File: src/rtl/stage4_defast_message_mux_ctrl_pkg.sv
// rtl/stage4_defast_message_mux_ctrl_pkg.sv - shared constants, codes and FSM encodings for the stage-4 mux sequencer
package stage4_defast_message_mux_ctrl_pkg;

  localparam int TMPL_DEPTH = 8;
  localparam int STEP_W     = $clog2(TMPL_DEPTH);
  localparam int LEN_W      = 4;
  localparam int CTRL_W     = 3;

  typedef logic [CTRL_W-1:0] mux_code_t;

  localparam mux_code_t MESSAGE_MUX_A    = 3'd0;
  localparam mux_code_t MESSAGE_MUX_D    = 3'd1;
  localparam mux_code_t MESSAGE_MUX_K    = 3'd2;
  localparam mux_code_t MESSAGE_MUX_Q    = 3'd3;
  localparam mux_code_t MESSAGE_MUX_N    = 3'd4;
  // Unused code: the message mux falls through to its default message.
  localparam mux_code_t MESSAGE_MUX_NONE = 3'd7;

  localparam logic [1:0] ST_IDLE = 2'd0;
  localparam logic [1:0] ST_RUN  = 2'd1;
  localparam logic [1:0] ST_DONE = 2'd2;

  function automatic logic [LEN_W-1:0] clamp_len(input logic [LEN_W-1:0] len);
    return (len > LEN_W'(TMPL_DEPTH)) ? LEN_W'(TMPL_DEPTH) : len;
  endfunction

endpackage

File: src/rtl/stage4_defast_message_mux_ctrl_if.sv
// rtl/stage4_defast_message_mux_ctrl_if.sv - config, handshake and select bundle of the stage-4 mux sequencer
interface stage4_defast_message_mux_ctrl_if;
  import stage4_defast_message_mux_ctrl_pkg::*;

  logic              tmpl_wr_en;
  logic [1:0]        tmpl_wr_lane;
  logic [STEP_W-1:0] tmpl_wr_addr;
  mux_code_t         tmpl_wr_code;
  logic [LEN_W-1:0]  tmpl_len_1;
  logic [LEN_W-1:0]  tmpl_len_2;
  logic [LEN_W-1:0]  tmpl_len_3;
  logic              msg_start;
  logic              msg_abort;
  logic              ctrl_ready;
  mux_code_t         message_mux_control_m1;
  mux_code_t         message_mux_control_m2;
  mux_code_t         message_mux_control_m3;
  logic              ctrl_valid;
  logic [STEP_W-1:0] ctrl_step;
  logic              busy;
  logic              msg_done;
  logic              cfg_err;

  modport master (
    output tmpl_wr_en, tmpl_wr_lane, tmpl_wr_addr, tmpl_wr_code,
    output tmpl_len_1, tmpl_len_2, tmpl_len_3, msg_start, msg_abort, ctrl_ready,
    input  message_mux_control_m1, message_mux_control_m2, message_mux_control_m3,
    input  ctrl_valid, ctrl_step, busy, msg_done, cfg_err
  );

  modport slave (
    input  tmpl_wr_en, tmpl_wr_lane, tmpl_wr_addr, tmpl_wr_code,
    input  tmpl_len_1, tmpl_len_2, tmpl_len_3, msg_start, msg_abort, ctrl_ready,
    output message_mux_control_m1, message_mux_control_m2, message_mux_control_m3,
    output ctrl_valid, ctrl_step, busy, msg_done, cfg_err
  );

endinterface

File: src/rtl/stage4_defast_tmpl_table.sv
// rtl/stage4_defast_tmpl_table.sv - one-lane field template register file, 1 write / 1 async read
module stage4_defast_tmpl_table
  import stage4_defast_message_mux_ctrl_pkg::*;
(
  input  logic              clk,
  input  logic              wr_en,
  input  logic [STEP_W-1:0] wr_addr,
  input  mux_code_t         wr_code,
  input  logic [STEP_W-1:0] rd_addr,
  output mux_code_t         rd_code
);

  mux_code_t mem [TMPL_DEPTH];

  always_ff @(posedge clk) begin
    if (wr_en) begin
      mem[wr_addr] <= wr_code;
    end
  end

  assign rd_code = mem[rd_addr];

endmodule

File: src/rtl/stage4_defast_message_mux_ctrl.sv
// rtl/stage4_defast_message_mux_ctrl.sv - sequences the three stage-4 lane select codes through programmed templates
module stage4_defast_message_mux_ctrl
  import stage4_defast_message_mux_ctrl_pkg::*;
(
  input  logic                            clk,
  input  logic                            rst,
  stage4_defast_message_mux_ctrl_if.slave bus
);

  logic [1:0]                  state;
  logic [STEP_W-1:0]           step;
  logic [2:0][LEN_W-1:0]       len_q;
  logic [LEN_W-1:0]            len_max_q;
  logic                        cfg_err_q;
  logic                        idle;
  logic [2:0][LEN_W-1:0]       len_in;
  logic [LEN_W-1:0]            len_in_max;
  logic [2:0]                  lane_we;
  logic [2:0][CTRL_W-1:0]      rd_code;
  logic [2:0][CTRL_W-1:0]      sel;

  assign idle      = (state == ST_IDLE);
  assign len_in[0] = clamp_len(bus.tmpl_len_1);
  assign len_in[1] = clamp_len(bus.tmpl_len_2);
  assign len_in[2] = clamp_len(bus.tmpl_len_3);

  always_comb begin
    len_in_max = len_in[0];
    if (len_in[1] > len_in_max) len_in_max = len_in[1];
    if (len_in[2] > len_in_max) len_in_max = len_in[2];
  end

  // Tables are frozen while a message is in flight so every step reads a stable template.
  for (genvar i = 0; i < 3; i++) begin : g_lane
    assign lane_we[i] = bus.tmpl_wr_en && idle && (bus.tmpl_wr_lane == 2'(i + 1));

    stage4_defast_tmpl_table u_tbl (
      .clk     (clk),
      .wr_en   (lane_we[i]),
      .wr_addr (bus.tmpl_wr_addr),
      .wr_code (bus.tmpl_wr_code),
      .rd_addr (step),
      .rd_code (rd_code[i])
    );

    assign sel[i] = ((state == ST_RUN) && (LEN_W'(step) < len_q[i])) ? rd_code[i] : MESSAGE_MUX_NONE;
  end

  always_ff @(posedge clk or posedge rst) begin
    if (rst) begin
      state     <= ST_IDLE;
      step      <= '0;
      len_q     <= '0;
      len_max_q <= '0;
      cfg_err_q <= 1'b0;
    end else begin
      cfg_err_q <= 1'b0;
      case (state)
        ST_IDLE: begin
          if (bus.tmpl_wr_en && (bus.tmpl_wr_lane == 2'd0)) cfg_err_q <= 1'b1;
          if (bus.msg_start) begin
            if (len_in_max != '0) begin
              len_q     <= len_in;
              len_max_q <= len_in_max;
              step      <= '0;
              state     <= ST_RUN;
            end else begin
              cfg_err_q <= 1'b1;
            end
          end
        end
        ST_RUN: begin
          if (bus.tmpl_wr_en) cfg_err_q <= 1'b1;
          // Abort wins over a same-cycle accept.
          if (bus.msg_abort) begin
            state <= ST_IDLE;
            step  <= '0;
          end else if (bus.ctrl_ready) begin
            if (LEN_W'(step) == len_max_q - LEN_W'(1)) begin
              state <= ST_DONE;
              step  <= '0;
            end else begin
              step <= step + STEP_W'(1);
            end
          end
        end
        ST_DONE: begin
          if (bus.tmpl_wr_en) cfg_err_q <= 1'b1;
          state <= ST_IDLE;
          step  <= '0;
        end
        default: begin
          state <= ST_IDLE;
          step  <= '0;
        end
      endcase
    end
  end

  assign bus.message_mux_control_m1 = sel[0];
  assign bus.message_mux_control_m2 = sel[1];
  assign bus.message_mux_control_m3 = sel[2];
  assign bus.ctrl_valid             = (state == ST_RUN);
  assign bus.ctrl_step              = step;
  assign bus.busy                   = !idle;
  assign bus.msg_done               = (state == ST_DONE);
  assign bus.cfg_err                = cfg_err_q;

endmodule

File: src/flat_wrapper.sv
// flat-port wrapper written by rule: the top's interface ports become plain ports
module stage4_defast_message_mux_ctrl_flat import stage4_defast_message_mux_ctrl_pkg::*;
  (clk, rst, bus_tmpl_wr_en, bus_tmpl_wr_lane, bus_tmpl_wr_addr, bus_tmpl_wr_code, bus_tmpl_len_1, bus_tmpl_len_2, bus_tmpl_len_3, bus_msg_start, bus_msg_abort, bus_ctrl_ready, bus_message_mux_control_m1, bus_message_mux_control_m2, bus_message_mux_control_m3, bus_ctrl_valid, bus_ctrl_step, bus_busy, bus_msg_done, bus_cfg_err);
  stage4_defast_message_mux_ctrl_if bus_i ();
  input  logic clk;
  input  logic rst;
  input wire logic [$bits(bus_i.tmpl_wr_en)-1:0] bus_tmpl_wr_en;
  input wire logic [$bits(bus_i.tmpl_wr_lane)-1:0] bus_tmpl_wr_lane;
  input wire logic [$bits(bus_i.tmpl_wr_addr)-1:0] bus_tmpl_wr_addr;
  input wire logic [$bits(bus_i.tmpl_wr_code)-1:0] bus_tmpl_wr_code;
  input wire logic [$bits(bus_i.tmpl_len_1)-1:0] bus_tmpl_len_1;
  input wire logic [$bits(bus_i.tmpl_len_2)-1:0] bus_tmpl_len_2;
  input wire logic [$bits(bus_i.tmpl_len_3)-1:0] bus_tmpl_len_3;
  input wire logic [$bits(bus_i.msg_start)-1:0] bus_msg_start;
  input wire logic [$bits(bus_i.msg_abort)-1:0] bus_msg_abort;
  input wire logic [$bits(bus_i.ctrl_ready)-1:0] bus_ctrl_ready;
  output wire logic [$bits(bus_i.message_mux_control_m1)-1:0] bus_message_mux_control_m1;
  output wire logic [$bits(bus_i.message_mux_control_m2)-1:0] bus_message_mux_control_m2;
  output wire logic [$bits(bus_i.message_mux_control_m3)-1:0] bus_message_mux_control_m3;
  output wire logic [$bits(bus_i.ctrl_valid)-1:0] bus_ctrl_valid;
  output wire logic [$bits(bus_i.ctrl_step)-1:0] bus_ctrl_step;
  output wire logic [$bits(bus_i.busy)-1:0] bus_busy;
  output wire logic [$bits(bus_i.msg_done)-1:0] bus_msg_done;
  output wire logic [$bits(bus_i.cfg_err)-1:0] bus_cfg_err;
  assign bus_i.tmpl_wr_en = bus_tmpl_wr_en;
  assign bus_i.tmpl_wr_lane = bus_tmpl_wr_lane;
  assign bus_i.tmpl_wr_addr = bus_tmpl_wr_addr;
  assign bus_i.tmpl_wr_code = bus_tmpl_wr_code;
  assign bus_i.tmpl_len_1 = bus_tmpl_len_1;
  assign bus_i.tmpl_len_2 = bus_tmpl_len_2;
  assign bus_i.tmpl_len_3 = bus_tmpl_len_3;
  assign bus_i.msg_start = bus_msg_start;
  assign bus_i.msg_abort = bus_msg_abort;
  assign bus_i.ctrl_ready = bus_ctrl_ready;
  assign bus_message_mux_control_m1 = bus_i.message_mux_control_m1;
  assign bus_message_mux_control_m2 = bus_i.message_mux_control_m2;
  assign bus_message_mux_control_m3 = bus_i.message_mux_control_m3;
  assign bus_ctrl_valid = bus_i.ctrl_valid;
  assign bus_ctrl_step = bus_i.ctrl_step;
  assign bus_busy = bus_i.busy;
  assign bus_msg_done = bus_i.msg_done;
  assign bus_cfg_err = bus_i.cfg_err;
  stage4_defast_message_mux_ctrl u_core (.clk(clk), .rst(rst), .bus(bus_i));
endmodule
File: config.mk
export PLATFORM = sky130hd
export DESIGN_NAME = stage4_defast_message_mux_ctrl_flat
export DESIGN_NICKNAME = d
export VERILOG_FILES = /design/src/rtl/stage4_defast_message_mux_ctrl_pkg.sv /design/src/rtl/stage4_defast_message_mux_ctrl_if.sv /design/src/rtl/stage4_defast_tmpl_table.sv /design/src/rtl/stage4_defast_message_mux_ctrl.sv /design/src/flat_wrapper.sv
export SDC_FILE = /design/constraint.sdc
export NUM_CORES = 1
export LEC_CHECK = 0
export CELL_PAD_IN_SITES_DETAIL_PLACEMENT = 0
export CELL_PAD_IN_SITES_GLOBAL_PLACEMENT = 2
export CORE_MARGIN = 10
export CORE_UTILIZATION = 37
export CTS_CLUSTER_DIAMETER = 40
export CTS_CLUSTER_SIZE = 14
export DETAILED_ROUTE_END_ITERATION = 16
export GPL_ROUTABILITY_DRIVEN = 0
export PLACE_DENSITY = 0.79
export SLEW_MARGIN = 0
export SYNTH_ARGS = -nofsm -noshare
export SYNTH_HDL_FRONTEND = slang
export SYNTH_SLANG_ARGS = --single-unit
File: constraint.sdc
create_clock -name clk -period 2 [get_ports clk]
set_input_delay 0.4 -clock clk [delete_from_list [all_inputs] [get_ports clk]]
set_output_delay 0.4 -clock clk [all_outputs]
set_load 0.005 [all_outputs]
; Yosys cells after proc, flatten, opt, wreduce, memory -nomap -nowiden
; Memories as Yosys holds them, arrays and structs flattened.
; Index checks and enable logic that the tools add are counted.
[word_totals]
mem_count = 3
mem_bits_rw = 72
regBits = 22
inputBits = 26
[mem_list]
columns = memory, words, word_bits, rd, rd_clocked_by_memory_dff, wr, line
row1 = u_core.g_lane[0].u_tbl.mem, 8, 3, 1, 0, 1, stage4_defast_tmpl_table.sv:13  ; mux_code_t mem [TMPL_DEPTH];
row2 = u_core.g_lane[1].u_tbl.mem, 8, 3, 1, 0, 1, stage4_defast_tmpl_table.sv:13
row3 = u_core.g_lane[2].u_tbl.mem, 8, 3, 1, 0, 1, stage4_defast_tmpl_table.sv:13
[classes]
magnitude_cmp = 8
addsub = 2
muxes = 31
n_eq_ne = 10
n_reduce_logical = 16
[op_table]
columns = operator, count
row1 = $mux W3, 8
row2 = $mux W4, 5
row3 = $gt A4 B4 Y1 const B, 3
row4 = $lt A3 B4 Y1, 3
row5 = $mux W1, 10
row6 = $mux W2, 5
row7 = $gt A4 B4 Y1, 2
row8 = $logic_and A1 B1 Y1, 8
row9 = $eq A2 B2 Y1 const B, 3
row10 = $pmux W3 S2, 1
row11 = $reduce_and A3 Y1, 2
row12 = $eq A2 B1 Y1 const B, 2
row13 = $eq A3 B4 Y1, 1
row14 = $logic_not A2 Y1, 2
row15 = $ne A2 B2 Y1 const B, 2
row16 = $pmux W2 S2, 1
row17 = $reduce_and A4 Y1, 1
row18 = $reduce_bool A4 Y1, 1
row19 = $sub A4 B1 Y4 const B, 1
row20 = $add A3 B1 Y3 const B, 1
row21 = $ne A3 B2 Y1 const B, 1
row22 = $ne A3 B3 Y1 const B, 1
row23 = $pmux W1 S2, 1
row24 = $reduce_or A2 Y1, 1
row25 = $logic_not A1 Y1, 1

; Longest topological paths before layout
; Gate-level depths: netlist (run 1).
[depth]
depth_word = 10
mapped_depth = 15
ltp_nobuf = 14

; Modules after synthesis
; Synthesis (run 1) repeated with hierarchy kept, for this count alone.
[hier_totals]
hier_cells = 320
area_unflattened_um2 = 4657.0
[modules_own_cells]
columns = module, seq_area_each_um2, instances, area_each_um2, cells_each
row1 = stage4_defast_tmpl_table, 720.7, 3, 982.2, 47
row2 = stage4_defast_message_mux_ctrl, 550.5, 1, 1710.4, 179

; Least setup slack after synthesis (run 1)
; No wires, ideal clock.
[synth_timing]
path_type = in2reg
startpoint = input bus_tmpl_len_1[3]
endpoint = register u_core.len_max_q[1]
setup_ns = 0.125
n_path_buf = 1
setup_slack_ns = -1.674
cell_stages = 13
arrival_time_ns = 3.549
path_cell_list = inv_1 nand2_1 ha_1 and4_4 a211oi_4 mux2_2 ha_1 and4_1 a21oi_1 o211ai_4 nor2_4 buf_6 mux2_4
[synth_between]
elab_chain_cells = 8
[synth_lines]
columns = item, line
row1 = start: declaration, flat_wrapper.sv:11  ; input wire logic [$bits(bus_i.tmpl_len_1)-1:0] bus_tmpl_len_1;
row2 = $gt A4 B4 Y1, stage4_defast_message_mux_ctrl_pkg.sv:24  ; return (len > LEN_W'(TMPL_DEPTH)) ? LEN_W'(TMPL_DEPTH) : len;
row3 = $mux W4 *, stage4_defast_message_mux_ctrl_pkg.sv:24
row4 = $gt A4 B4 Y1, stage4_defast_message_mux_ctrl.sv:29  ; if (len_in[1] > len_in_max) len_in_max = len_in[1];
row5 = $mux W4 *, stage4_defast_message_mux_ctrl.sv:29
row6 = $gt A4 B4 Y1, stage4_defast_message_mux_ctrl.sv:30  ; if (len_in[2] > len_in_max) len_in_max = len_in[2];
row7 = $mux W4 *, stage4_defast_message_mux_ctrl.sv:30
row8 = $reduce_bool A4 Y1, stage4_defast_message_mux_ctrl.sv:62  ; if (len_in_max != '0) begin
row9 = $reduce_and A3 Y1 (no source line), -
row10 = end signal: assignment, stage4_defast_message_mux_ctrl.sv:64  ; len_max_q <= len_in_max;
row11 = end: declaration, stage4_defast_message_mux_ctrl.sv:13  ; logic [LEN_W-1:0] len_max_q;
; Mark *: on every way between the ends. The rest lies on a longest branch, timed or not.
; A chain may end at the register's enable or synchronous reset.

; Worst setup path in the final report (run 1)
[layout_timing]
startpoint = input bus_tmpl_len_1[3]
endpoint = register u_core.len_q[6] (netlist bit)
[layout_between]
elab_chain_cells = 8
[layout_lines]
columns = item, line
row1 = $gt A4 B4 Y1, stage4_defast_message_mux_ctrl_pkg.sv:24
row2 = $mux W4 *, stage4_defast_message_mux_ctrl_pkg.sv:24
row3 = $gt A4 B4 Y1, stage4_defast_message_mux_ctrl.sv:29
row4 = $mux W4 *, stage4_defast_message_mux_ctrl.sv:29
row5 = $gt A4 B4 Y1, stage4_defast_message_mux_ctrl.sv:30
row6 = $mux W4 *, stage4_defast_message_mux_ctrl.sv:30
row7 = $reduce_bool A4 Y1 *, stage4_defast_message_mux_ctrl.sv:62
row8 = $reduce_and A3 Y1 (no source line) *, -
row9 = end signal: assignment, stage4_defast_message_mux_ctrl.sv:63  ; len_q <= len_in;
row10 = end: declaration, stage4_defast_message_mux_ctrl.sv:12  ; logic [2:0][LEN_W-1:0] len_q;
; Marked as above.

==> results of run 1 <==
[per-stage QoR]
step	util	hold slack, ps	total power, mW	worst slack, ps
after floorplan	-	389	3.72	-1300
after detailed placement	0.463	501	4.58	-1870
after CTS	0.527	410	7.26	-1150
final	0.541	395	7.38	-992
after global placement	0.463	506	4.55	-1810
after global routing	0.541	449	7.79	-1150
[layer usage]
layer	global-route usage	vias up	wire (um)
met4	0.0504	0	171
met1	0.159	1460	4650
met2	0.232	44	5750
met3	0.0193	12	311
met5	0	-	0
li1	-	1431	-
[flip-flops by register name, indices dropped and copies added (netlist names)]
register                 flops
u_core.g_lane.u_tbl.mem     72
u_core.len_q                12
u_core.len_max_q             4
u_core.bus.ctrl_step         3
u_core.state                 2
u_core.bus.cfg_err           1
[power by group]
part           internal [mW]  switching, mW
registers               2.31          0.136
clock network           1.23          0.726
logic                   1.76           1.21
total                   5.30           2.07
[critical path: cells and delay by family]
kind / cells / cell delay, ps
buf+inv: 4 / 500
fa+ha+maj: 2 / 450
simple gates: 4 / 440
compound gates: 4 / 800
mux: 2 / 620
[layout by cell type (no fill, tap or decap), types with 6 or more instances in the layout]
cell type / count
sky130_fd_sc_hd__edfxtp_1: 72
sky130_fd_sc_hd__buf_4: 54
sky130_fd_sc_hd__nor2_1: 33
sky130_fd_sc_hd__buf_6: 24
sky130_fd_sc_hd__clkdlybuf4s50_1: 21
sky130_fd_sc_hd__dfrtp_1: 19
sky130_fd_sc_hd__mux4_2: 18
sky130_fd_sc_hd__inv_1: 13
sky130_fd_sc_hd__mux2_4: 13
sky130_fd_sc_hd__mux2i_1: 12
sky130_fd_sc_hd__nand2_1: 12
sky130_fd_sc_hd__ha_1: 11
sky130_fd_sc_hd__ha_4: 9
sky130_fd_sc_hd__clkbuf_16: 9
sky130_fd_sc_hd__a21oi_2: 7
sky130_fd_sc_hd__o21ai_0: 7
sky130_fd_sc_hd__buf_8: 6
[worst max-delay path by stage]
stage          slack, ps  cells after the start                   to         startpoint
2_1_floorplan      -1300                     14  u_core.len_max_q[1]  bus_tmpl_len_2[0]
3_3_place_gp       -1810                     17      u_core.len_q[0]  bus_tmpl_len_2[3]
5_1_grt            -1150                     16      u_core.len_q[6]  bus_tmpl_len_1[3]
4_1_cts            -1150                     18     u_core.len_q[10]  bus_tmpl_len_2[3]
3_5_place_dp       -1870                     16  u_core.len_max_q[3]  bus_tmpl_len_2[3]
6_report            -990                     16      u_core.len_q[6]  bus_tmpl_len_1[3]
[kinds of logic after synthesis]
kind of cell    count (synthesis)  synth area share
buf+inv                        26            0.0235
simple gates                   84            0.0943
flops                          94             0.600
compound gates                 37            0.0586
mux                            47             0.163
xor+xnor                        3           0.00581
fa+ha+maj                      20            0.0553
[layout make-up]
type	instances	area share
flip-flops and latches	94	0.418
clock buffers	9	0.0346
inverters	17	0.0110
well taps	147	0.0283
clock inverters	7	0.0183
repair buffers	124	0.183
multi-input cells	191	0.307
[timing repair]
| action | CTS | global route |
|---|---|---|
| pin swaps | 26 | 28 |
| cloned | 4 | 0 |
| buffers inserted | 21 | 13 |
| endpoints found under the setup margin | 35 | 34 |
| resized for setup | 109 | 60 |
| hold buffers | 0 | 0 |
==> flow_summary.yaml, run 1 <==
run_status:
  run_status: "complete, but fails checks"
  failed_checks: "negative setup slack"
synth:
  syn_inst: 311
  synth_top_flop_cell: "sky130_fd_sc_hd__edfxtp_1"
  synth_fp_nets: 357
  async_flop_share: 0.234
  synth_cell_type_count: 44
  yosys.cell_count.top_type: "sky130_fd_sc_hd__edfxtp_1"
  netlist.top_cell.by_area: "sky130_fd_sc_hd__edfxtp_1"
  synth_edf_count: 72
  yosys-top-cells-area: "sky130_fd_sc_hd__edfxtp_1 (48%), sky130_fd_sc_hd__dfrtp_1 (12%), sky130_fd_sc_hd__mux4_2 (9.0%)"
  synth.top_cells.by_count: "sky130_fd_sc_hd__edfxtp_1 (72), sky130_fd_sc_hd__nor2_1 (33), sky130_fd_sc_hd__dfrtp_1 (22)"
  synth.avg_cell_area_um2: 14.5
  ys_seq_area_frac: 0.600
  ys_seq_elements: 94
  yosysWarningCount: 0
  synthDominantCellAreaShare: 0.478
  synth_area_mm2: 0.00452
placement:
  port_buffers: 41
  numPlacedInstances: 543
  dpl-instance-area_mm2: 0.00556
  place_hpwl_um: 7280
floorplanning:
  placement_rows: 40
  boundaryPins: 42
  dieWidth_um: 131
  dieHeight_um: 131
  initial_utilization: 0.377
  total_die_area_mm2: 0.0171
  core_area_mm2: 0.0120
layout:
  finish.instance_area_mm2: 0.00650
  fin_cells: 589
  diodes: 0
  area_of_all_sequential_standard_cells_mm2: 0.00272
  fillers: 994
  multi_input_gate_area_mm2: 0.00200
  post_route_cells_drive_above_1_share: 0.441
  area.growth.synth_to_final_pct: 43.7
  finalNetCount: 483
sta:
  report.final.setup_viol: 31
  achievable-frequency_ghz: 0.334
  final_period_minus_worst_setup_slack_ps: 2990
  hold_viol_final: 0
  final_skew_ps: 8.90
  unrepaired_setup_endpoints_after_global_routing: "true"
  least_margin_pin_slew_ps: 467
  finalWorstSetupSlack_ps: -992
  layout_worst_path_cycle_share: 1.50
  max_slew_margin: 0.686
  report.final.slew_viol_count: 0
  timing.setup.tns_ps: -23600
worst_setup_path:
  critPathArrivalTime_ps: 3220
  worstSetupPathType: "in2reg"
  source_of_the_worst_register_to_register_timing_path: "u_core.bus.ctrl_step[0]"
  worst_r2r_endpoint: "u_core.bus.ctrl_step[2]"
  critical_path_peak_fanout: 6
  crit_path_end_kind: "register"
  required_ps: 2230
  cell_with_the_largest_stage_delay_on_the_worst_path: "sky130_fd_sc_hd__mux2_4"
  cp_slowest_stage_delay_ps: 310
  timing.reg2reg.worst_path_depth: 10
  timing.reg2reg.setup_slack_ps: -110
  cp_cell_sequence: "buf_8 -> inv_8 -> nand2_4 -> ha_4 -> nand3b_1 -> a211oi_4 -> buf_4 -> mux2_4 -> ha_4 -> nor2b_4 -> o211ai_1 -> a21oi_2 -> o211ai_4 -> nor2_4 -> buf_6 -> mux2_4"
  crit_path_start_kind: "primary input"
min_path:
  holdCritPathClass: "in2async"
clock_tree:
  root_buffer: "sky130_fd_sc_hd__clkbuf_16"
  cts_num_sinks: 94
  cts_buffers: 9
  ctsLongestPathBuffers: 2
  cts-htree-levels: 3
  path_clk_slew_ps: 70
  worstSkewPairLatency_ps: 340
  cts_tree: "done"
power_and_ir_drop:
  power.leakage_nw: 2.51
  power_density_mw_per_mm2: 1130
  irDropWorstVdd_v: 0.000673
drt:
  via_per_inst: 5.00
  ant_nets: 0
  drt_pre_antenna_iters: 4
  postRouteWirelength_um: 10900
  drt_iter0_drc: 112
  drcViolationCount: 0
  avgRoutedWirePerCell_um: 18.5
  num_vias: 2947
grt:
  grt_first_pass_wirelength_um: 17300
  overflow: 0
  grt_max_degree: 25
  initial_antenna_violation_count: 0
  grt_pass1_vias: 3239
  groute.usage.overall: 0.132
job:
  max-cap-violations: 0
Note: power is estimated with default switching activity, not from simulation.
==> run 2: changes to the inputs <==
--- a/config.mk
+++ b/config.mk
@@ -7,14 +7,16 @@
 export LEC_CHECK = 0
 export CELL_PAD_IN_SITES_DETAIL_PLACEMENT = 0
 export CELL_PAD_IN_SITES_GLOBAL_PLACEMENT = 2
+export CORE_ASPECT_RATIO = 2
 export CORE_MARGIN = 10
 export CORE_UTILIZATION = 37
 export CTS_CLUSTER_DIAMETER = 40
 export CTS_CLUSTER_SIZE = 14
 export DETAILED_ROUTE_END_ITERATION = 16
 export GPL_ROUTABILITY_DRIVEN = 0
-export PLACE_DENSITY = 0.79
+export PLACE_DENSITY = 0.78
 export SLEW_MARGIN = 0
 export SYNTH_ARGS = -nofsm -noshare
 export SYNTH_HDL_FRONTEND = slang
+export SYNTH_HIERARCHICAL = 1
 export SYNTH_SLANG_ARGS = --single-unit
==> flow_summary.yaml, run 2 <==
run_status:
  run_status: "complete, but fails checks"
  failed_checks: "negative setup slack"
sta:
  report.final.setup_viol: 31
  hold_viol_final: 0
  max_slew_margin: 0.639
  unrepaired_setup_endpoints_after_global_routing: "true"
  timing.setup.tns_ps: -32430
  achievable-frequency_ghz: 0.302
  report.final.slew_viol_count: 0
  layout_worst_path_cycle_share: 1.66
  hold_ws_ps: 422
  final_skew_ps: 5.07
  finalWorstSetupSlack_ps: -1310
  final_period_minus_worst_setup_slack_ps: 3310
  least_margin_pin_slew_ps: 540
synth:
  netlist.top_cell.by_area: "sky130_fd_sc_hd__edfxtp_1"
  synth.avg_cell_area_um2: 14.6
  ys_seq_elements: 94
  synth_top_flop_cell: "sky130_fd_sc_hd__edfxtp_1"
  synth_fp_nets: 367
  synthDominantCellAreaShare: 0.464
  syn_inst: 320
  ys_seq_area_frac: 0.582
  synth_cell_type_count: 34
  yosys.cell_count.top_type: "sky130_fd_sc_hd__edfxtp_1"
  synth_edf_count: 72
  synth_area_mm2: 0.00466
  yosysWarningCount: 6
  async_flop_share: 0.234
  synth.top_cells.by_count: "sky130_fd_sc_hd__edfxtp_1 (72), sky130_fd_sc_hd__inv_1 (25), sky130_fd_sc_hd__nor2_1 (24)"
  yosys-top-cells-area: "sky130_fd_sc_hd__edfxtp_1 (46%), sky130_fd_sc_hd__dfrtp_1 (12%), sky130_fd_sc_hd__mux4_1 (10%)"
worst_setup_path:
  critical_path_peak_fanout: 4
  worstSetupPathType: "in2reg"
  critPathMostFrequentCell: "sky130_fd_sc_hd__buf_4"
  worstPathBufferInverterCount: 25
  cp_slowest_stage_delay_ps: 250
  critPathArrivalTime_ps: 3540
  crit_family: "buffers and inverters"
  crit_path_end_kind: "register"
  timing.reg2reg.setup_slack_ps: -440
  crit_path_start_kind: "primary input"
  required_ps: 2230
  cell_with_the_largest_stage_delay_on_the_worst_path: "sky130_fd_sc_hd__mux2_4"
power_and_ir_drop:
  power.leakage_nw: 2.85
  power_density_mw_per_mm2: 1060
  irDropWorstVdd_v: 0.000773
  post-layout-total-power_mw: 7.49
layout:
  area_of_all_sequential_standard_cells_mm2: 0.00272
  area.growth.synth_to_final_pct: 51.5
  multi_input_gate_area_mm2: 0.00212
  largest_register_ff_count: 72
  post_route_cells_drive_above_1_share: 0.544
  final_util: 0.565
  most-common-layout-cells: "sky130_fd_sc_hd__buf_4 (112), sky130_fd_sc_hd__edfxtp_1 (72), sky130_fd_sc_hd__buf_6 (33), sky130_fd_sc_hd__inv_1 (21), sky130_fd_sc_hd__clkdlybuf4s50_1 (20)"
  reg_top3: "u_core/g_lane.u_tbl/mem x72, u_core/len_q x12, u_core/len_max_q x4"
  diodes: 0
  register_bank_with_the_most_flops: "u_core/g_lane.u_tbl/mem"
  fillers: 1029
  finalNetCount: 555
  most_common_cell_after_layout_fill_and_taps_aside: "sky130_fd_sc_hd__buf_4"
drt:
  drcViolationCount: 0
  ant_nets: 0
  postRouteWirelength_um: 11900
  drt_iter0_drc: 91
  avgRoutedWirePerCell_um: 17.9
  drt_pre_antenna_iters: 4
  num_vias: 3281
  via_per_inst: 4.95
placement:
  place_hpwl_um: 8300
  pre_cts_ws_ps: -2240
  port_buffers: 41
grt:
  groute.usage.overall: 0.138
  grt_pass1_vias: 3733
  initial_antenna_violation_count: 0
  grt_max_degree: 23
  overflow: 0
  grt_first_pass_wirelength_um: 18800
clock_tree:
  cts_tree: "done"
  path_clk_slew_ps: 70
  cts-htree-levels: 3
  cts_buffers: 9
  cts_num_sinks: 94
  root_buffer: "sky130_fd_sc_hd__clkbuf_16"
  worstSkewPairLatency_ps: 340
  ctsLongestPathBuffers: 2
floorplanning:
  placement_rows: 58
  core_area_mm2: 0.0125
  total_die_area_mm2: 0.0177
  dieWidth_um: 99.3
  boundaryPins: 42
  dieHeight_um: 179
  initial_utilization: 0.373
job:
  max-cap-violations: 0
min_path:
  holdCritPathClass: "in2async"
-- run 2: cell count changes after synthesis, moves of 7 or more --
cell                       delta
sky130_fd_sc_hd__nor3_1       +7
sky130_fd_sc_hd__inv_1        +8
sky130_fd_sc_hd__nor2_1       -9
sky130_fd_sc_hd__mux4_1      +18
sky130_fd_sc_hd__or2_2        +9
sky130_fd_sc_hd__mux4_2      -18
sky130_fd_sc_hd__mux2_2       +8
sky130_fd_sc_hd__nand2b_1    +11
-- run 2: cell type report --
cell class              count  area share
flip-flops and latches     94       0.385
multi-input cells         195       0.301
repair buffers            183       0.232
clock buffers               9      0.0319
well taps                 150      0.0266
inverters                  25      0.0133
clock inverters             7     0.00993
-- run 2: cell families after synthesis --
kind of cell	count (synthesis)	synth area share
buf+inv	31	0.0314
xor+xnor	3	0.00564
simple gates	86	0.0919
fa+ha+maj	21	0.0564
compound gates	33	0.0486
flops	94	0.582
mux	52	0.184
-- run 2: worst paths after layout --
check / startpoint / cells past startpoint / endpoint
min reg2reg: u_core/len_q[5] / 1 / u_core/len_q[5]
max: bus_tmpl_len_1[3] / 27 / u_core/len_q[0]
max reg2reg: u_core/bus.ctrl_step[0] / 14 / u_core/bus.ctrl_step[2]
min in group clk: bus_tmpl_len_2[3] / 3 / u_core/len_q[7]
min: rst / 3 / u_core/len_q[8]
max in group asynchronous: rst / 3 / u_core/bus.ctrl_step[1]
-- run 2: report_power, final --
part / leakage, nW / total (mW) / switching, mW / internal [mW]
logic: 1.78 / 3.35 / 1.33 / 2.02
registers: 0.924 / 2.45 / 0.134 / 2.31
clock network: 0.148 / 1.69 / 0.715 / 0.973
total: 2.85 / 7.49 / 2.18 / 5.31
-- run 2: tightest hold or removal path, cell delays in order --
cell                              delay, ps
sky130_fd_sc_hd__clkdlybuf4s50_1        400
sky130_fd_sc_hd__inv_1                   60
sky130_fd_sc_hd__buf_4                  300
-- run 2: metal layers --
metal / track usage / routed length [um] / vias up
li1: - / - / 1553
met2: 0.280 / 7170 / 55
met1: 0.122 / 3940 / 1656
met5: 0 / 0 / -
met4: 0.0606 / 357 / 0
met3: 0.0320 / 389 / 17
-- run 2: per-stage QoR --
step / area [um^2] / cells
after CTS: 6950 / 660
final: 7050 / 663
after global routing: 7050 / 663
after floorplan: 4690 / 320
after global placement: 5870 / 585
after detailed placement: 5870 / 585
-- run 2: repair_timing --
action / 4_1_cts / 5_1_grt
setup buffers: 59 / 13
hold buffers: 0 / 0
pin swaps: 28 / 21
setup endpoints to repair: 42 / 104
gates resized for setup: 144 / 43
cloned: 2 / 0
==> run 3: changes to the inputs <==
--- a/config.mk
+++ b/config.mk
@@ -9,12 +9,12 @@
 export CELL_PAD_IN_SITES_GLOBAL_PLACEMENT = 2
 export CORE_ASPECT_RATIO = 2
 export CORE_MARGIN = 10
-export CORE_UTILIZATION = 37
+export CORE_UTILIZATION = 41
 export CTS_CLUSTER_DIAMETER = 40
 export CTS_CLUSTER_SIZE = 14
 export DETAILED_ROUTE_END_ITERATION = 16
 export GPL_ROUTABILITY_DRIVEN = 0
-export PLACE_DENSITY = 0.78
+export PLACE_DENSITY = 0.82
 export SLEW_MARGIN = 0
 export SYNTH_ARGS = -nofsm -noshare
 export SYNTH_HDL_FRONTEND = slang
==> constraint.sdc (replaced) <==
create_clock -name clk -period 3.65 [get_ports clk]
set_input_delay 0.73 -clock clk [delete_from_list [all_inputs] [get_ports clk]]
set_output_delay 0.73 -clock clk [all_outputs]
set_load 0.005 [all_outputs]
==> flow_summary.yaml, run 3 (synthesized netlist as in run 2, its figures left out) <==
placement:
  port_buffers: 41
  dpl-instance-area_mm2: 0.00552
  place_hpwl_um: 7490
worst_setup_path:
  timing.reg2reg.setup_slack_ps: 1040
  crit_path_end_kind: "register"
  levels_on_crit_path: 27
  crit_family: "buffers and inverters"
  crit_path_start_kind: "primary input"
  worstSetupPathType: "in2reg"
  worst_r2r_endpoint: "u_core/g_lane[1].u_tbl/mem[4][2]"
  cp-startpoint: "bus_tmpl_len_1[3]"
  required_ps: 3880
  cell_with_the_largest_stage_delay_on_the_worst_path: "sky130_fd_sc_hd__mux2_2"
  source_of_the_worst_register_to_register_timing_path: "u_core/state[1]"
  timing.reg2reg.worst_path_depth: 6
  cp_slowest_stage_delay_ps: 250
  worstPathBufferInverterCount: 25
  critical_path_peak_fanout: 4
  critPathMostFrequentCell: "sky130_fd_sc_hd__buf_4"
  critPathArrivalTime_ps: 3960
sta:
  unrepaired_setup_endpoints_after_global_routing: "true"
  least_margin_pin_slew_ps: 913
  hold_viol_final: 0
  finalWorstSetupSlack_ps: -72.7
  report.final.setup_viol: 1
  final_period_minus_worst_setup_slack_ps: 3720
  final_skew_ps: 9.91
  achievable-frequency_ghz: 0.269
  max_slew_margin: 0.391
  report.final.slew_viol_count: 0
  layout_worst_path_cycle_share: 1.02
  timing.setup.tns_ps: -72.7
floorplanning:
  total_die_area_mm2: 0.0163
  dieHeight_um: 171
  initial_utilization: 0.415
  core_area_mm2: 0.0112
  dieWidth_um: 95.4
  placement_rows: 55
  boundaryPins: 42
drt:
  avgRoutedWirePerCell_um: 18.2
  ant_nets: 0
  drt_pre_antenna_iters: 5
  num_vias: 2962
  drcViolationCount: 0
  postRouteWirelength_um: 10500
  drt_iter0_drc: 129
  via_per_inst: 5.12
clock_tree:
  cts_tree: "done"
  cts.hold.buffers_added: 0
  cts_num_sinks: 94
  root_buffer: "sky130_fd_sc_hd__clkbuf_16"
  cts-htree-levels: 3
  ctsLongestPathBuffers: 2
  worstSkewPairLatency_ps: 340
  path_clk_slew_ps: 70
  cts_buffers: 9
layout:
  largest_register_ff_count: 72
  most_common_cell_after_layout_fill_and_taps_aside: "sky130_fd_sc_hd__edfxtp_1"
  post_route_cells_drive_above_1_share: 0.334
  finish.instance_area_mm2: 0.00619
  final_util: 0.552
  area_of_all_sequential_standard_cells_mm2: 0.00271
  area.growth.synth_to_final_pct: 32.9
  register_bank_with_the_most_flops: "u_core/g_lane.u_tbl/mem"
  fillers: 913
  diodes: 0
  most-common-layout-cells: "sky130_fd_sc_hd__edfxtp_1 (72), sky130_fd_sc_hd__buf_4 (64), sky130_fd_sc_hd__clkdlybuf4s50_1 (33), sky130_fd_sc_hd__nor2_1 (23)"
  finalNetCount: 479
  multi_input_gate_area_mm2: 0.00199
  reg_top3: "u_core/g_lane.u_tbl/mem x72, u_core/len_q x12, u_core/len_max_q x4"
run_status:
  failed_checks: "negative setup slack"
  run_status: "complete, but fails checks"
min_path:
  holdCritPathClass: "reg2reg"
  worst_hold_path_startpoint: "u_core/len_q[6]"
  whs_path_depth: 1
  hold_end: "u_core/len_q[6]"
power_and_ir_drop:
  power.leakage_nw: 2.40
  power_density_mw_per_mm2: 557
  irDropWorstVdd_v: 0.000310
grt:
  grt_first_pass_wirelength_um: 16700
  grt_max_degree: 25
  groute.usage.overall: 0.136
  overflow: 0
  grt_pass1_vias: 3233
  initial_antenna_violation_count: 0
job:
  max-cap-violations: 0
-- run 3: cell count changes in the layout (fill, tap and decap cells not counted), moves of 11 or more --
| cell | change |
|---|---|
| sky130_fd_sc_hd__mux4_2 | -18 |
| sky130_fd_sc_hd__mux2_2 | +11 |
| sky130_fd_sc_hd__buf_6 | -32 |
| sky130_fd_sc_hd__mux4_1 | +18 |
| sky130_fd_sc_hd__buf_4 | -48 |
| sky130_fd_sc_hd__clkdlybuf4s50_1 | +13 |
| sky130_fd_sc_hd__mux2_4 | -11 |
-- run 3: metal layers --
| metal | part of all wire | up-vias | track usage |
|---|---|---|---|
| li1 | - | 1426 | - |
| met1 | 0.34 | 1452 | 0.126 |
| met2 | 0.59 | 64 | 0.266 |
| met3 | 0.039 | 20 | 0.0329 |
| met4 | 0.026 | 0 | 0.0524 |
| met5 | 0 | - | 0 |
-- run 3: cell type report --
type	instances	area share
clock buffer	9	0.0364
timing repair buffer	107	0.149
inverter	25	0.0152
multi-input combinational	195	0.322
tap	142	0.0287
sequential	94	0.438
clock inverter	7	0.0111
-- run 3: stage by stage --
stage,power [mW],setup WS (ps),hold WS [ps],std cells
6_report,3.45,-72.7,512,579
5_1_grt,3.64,-125,531,579
4_1_cts,3.47,8.14,517,575
3_3_place_gp,2.47,-764,492,529
2_1_floorplan,2.04,-144,475,320
3_5_place_dp,2.48,-833,501,529
-- run 3: power by group --
part	internal, mW	switching, mW
clock	0.477	0.422
sequential	1.27	0.0698
combinational	0.681	0.534
total	2.42	1.03
-- run 3: what timing repair did --
action                                  4_1_cts  5_1_grt
endpoints found under the setup margin       22       19
buffers inserted                             30        4
pin swaps                                    13        3
gates resized for setup                      39       11
-- run 3: worst max-delay path by stage --
stage                     slack, ps                       to
final                           -70          u_core/len_q[0]
after floorplan                -140      u_core/len_max_q[2]
after global routing           -120          u_core/state[0]
after CTS                         8  u_core/bus.ctrl_step[0]
after detailed placement       -830          u_core/len_q[3]
after global placement         -760          u_core/state[0]
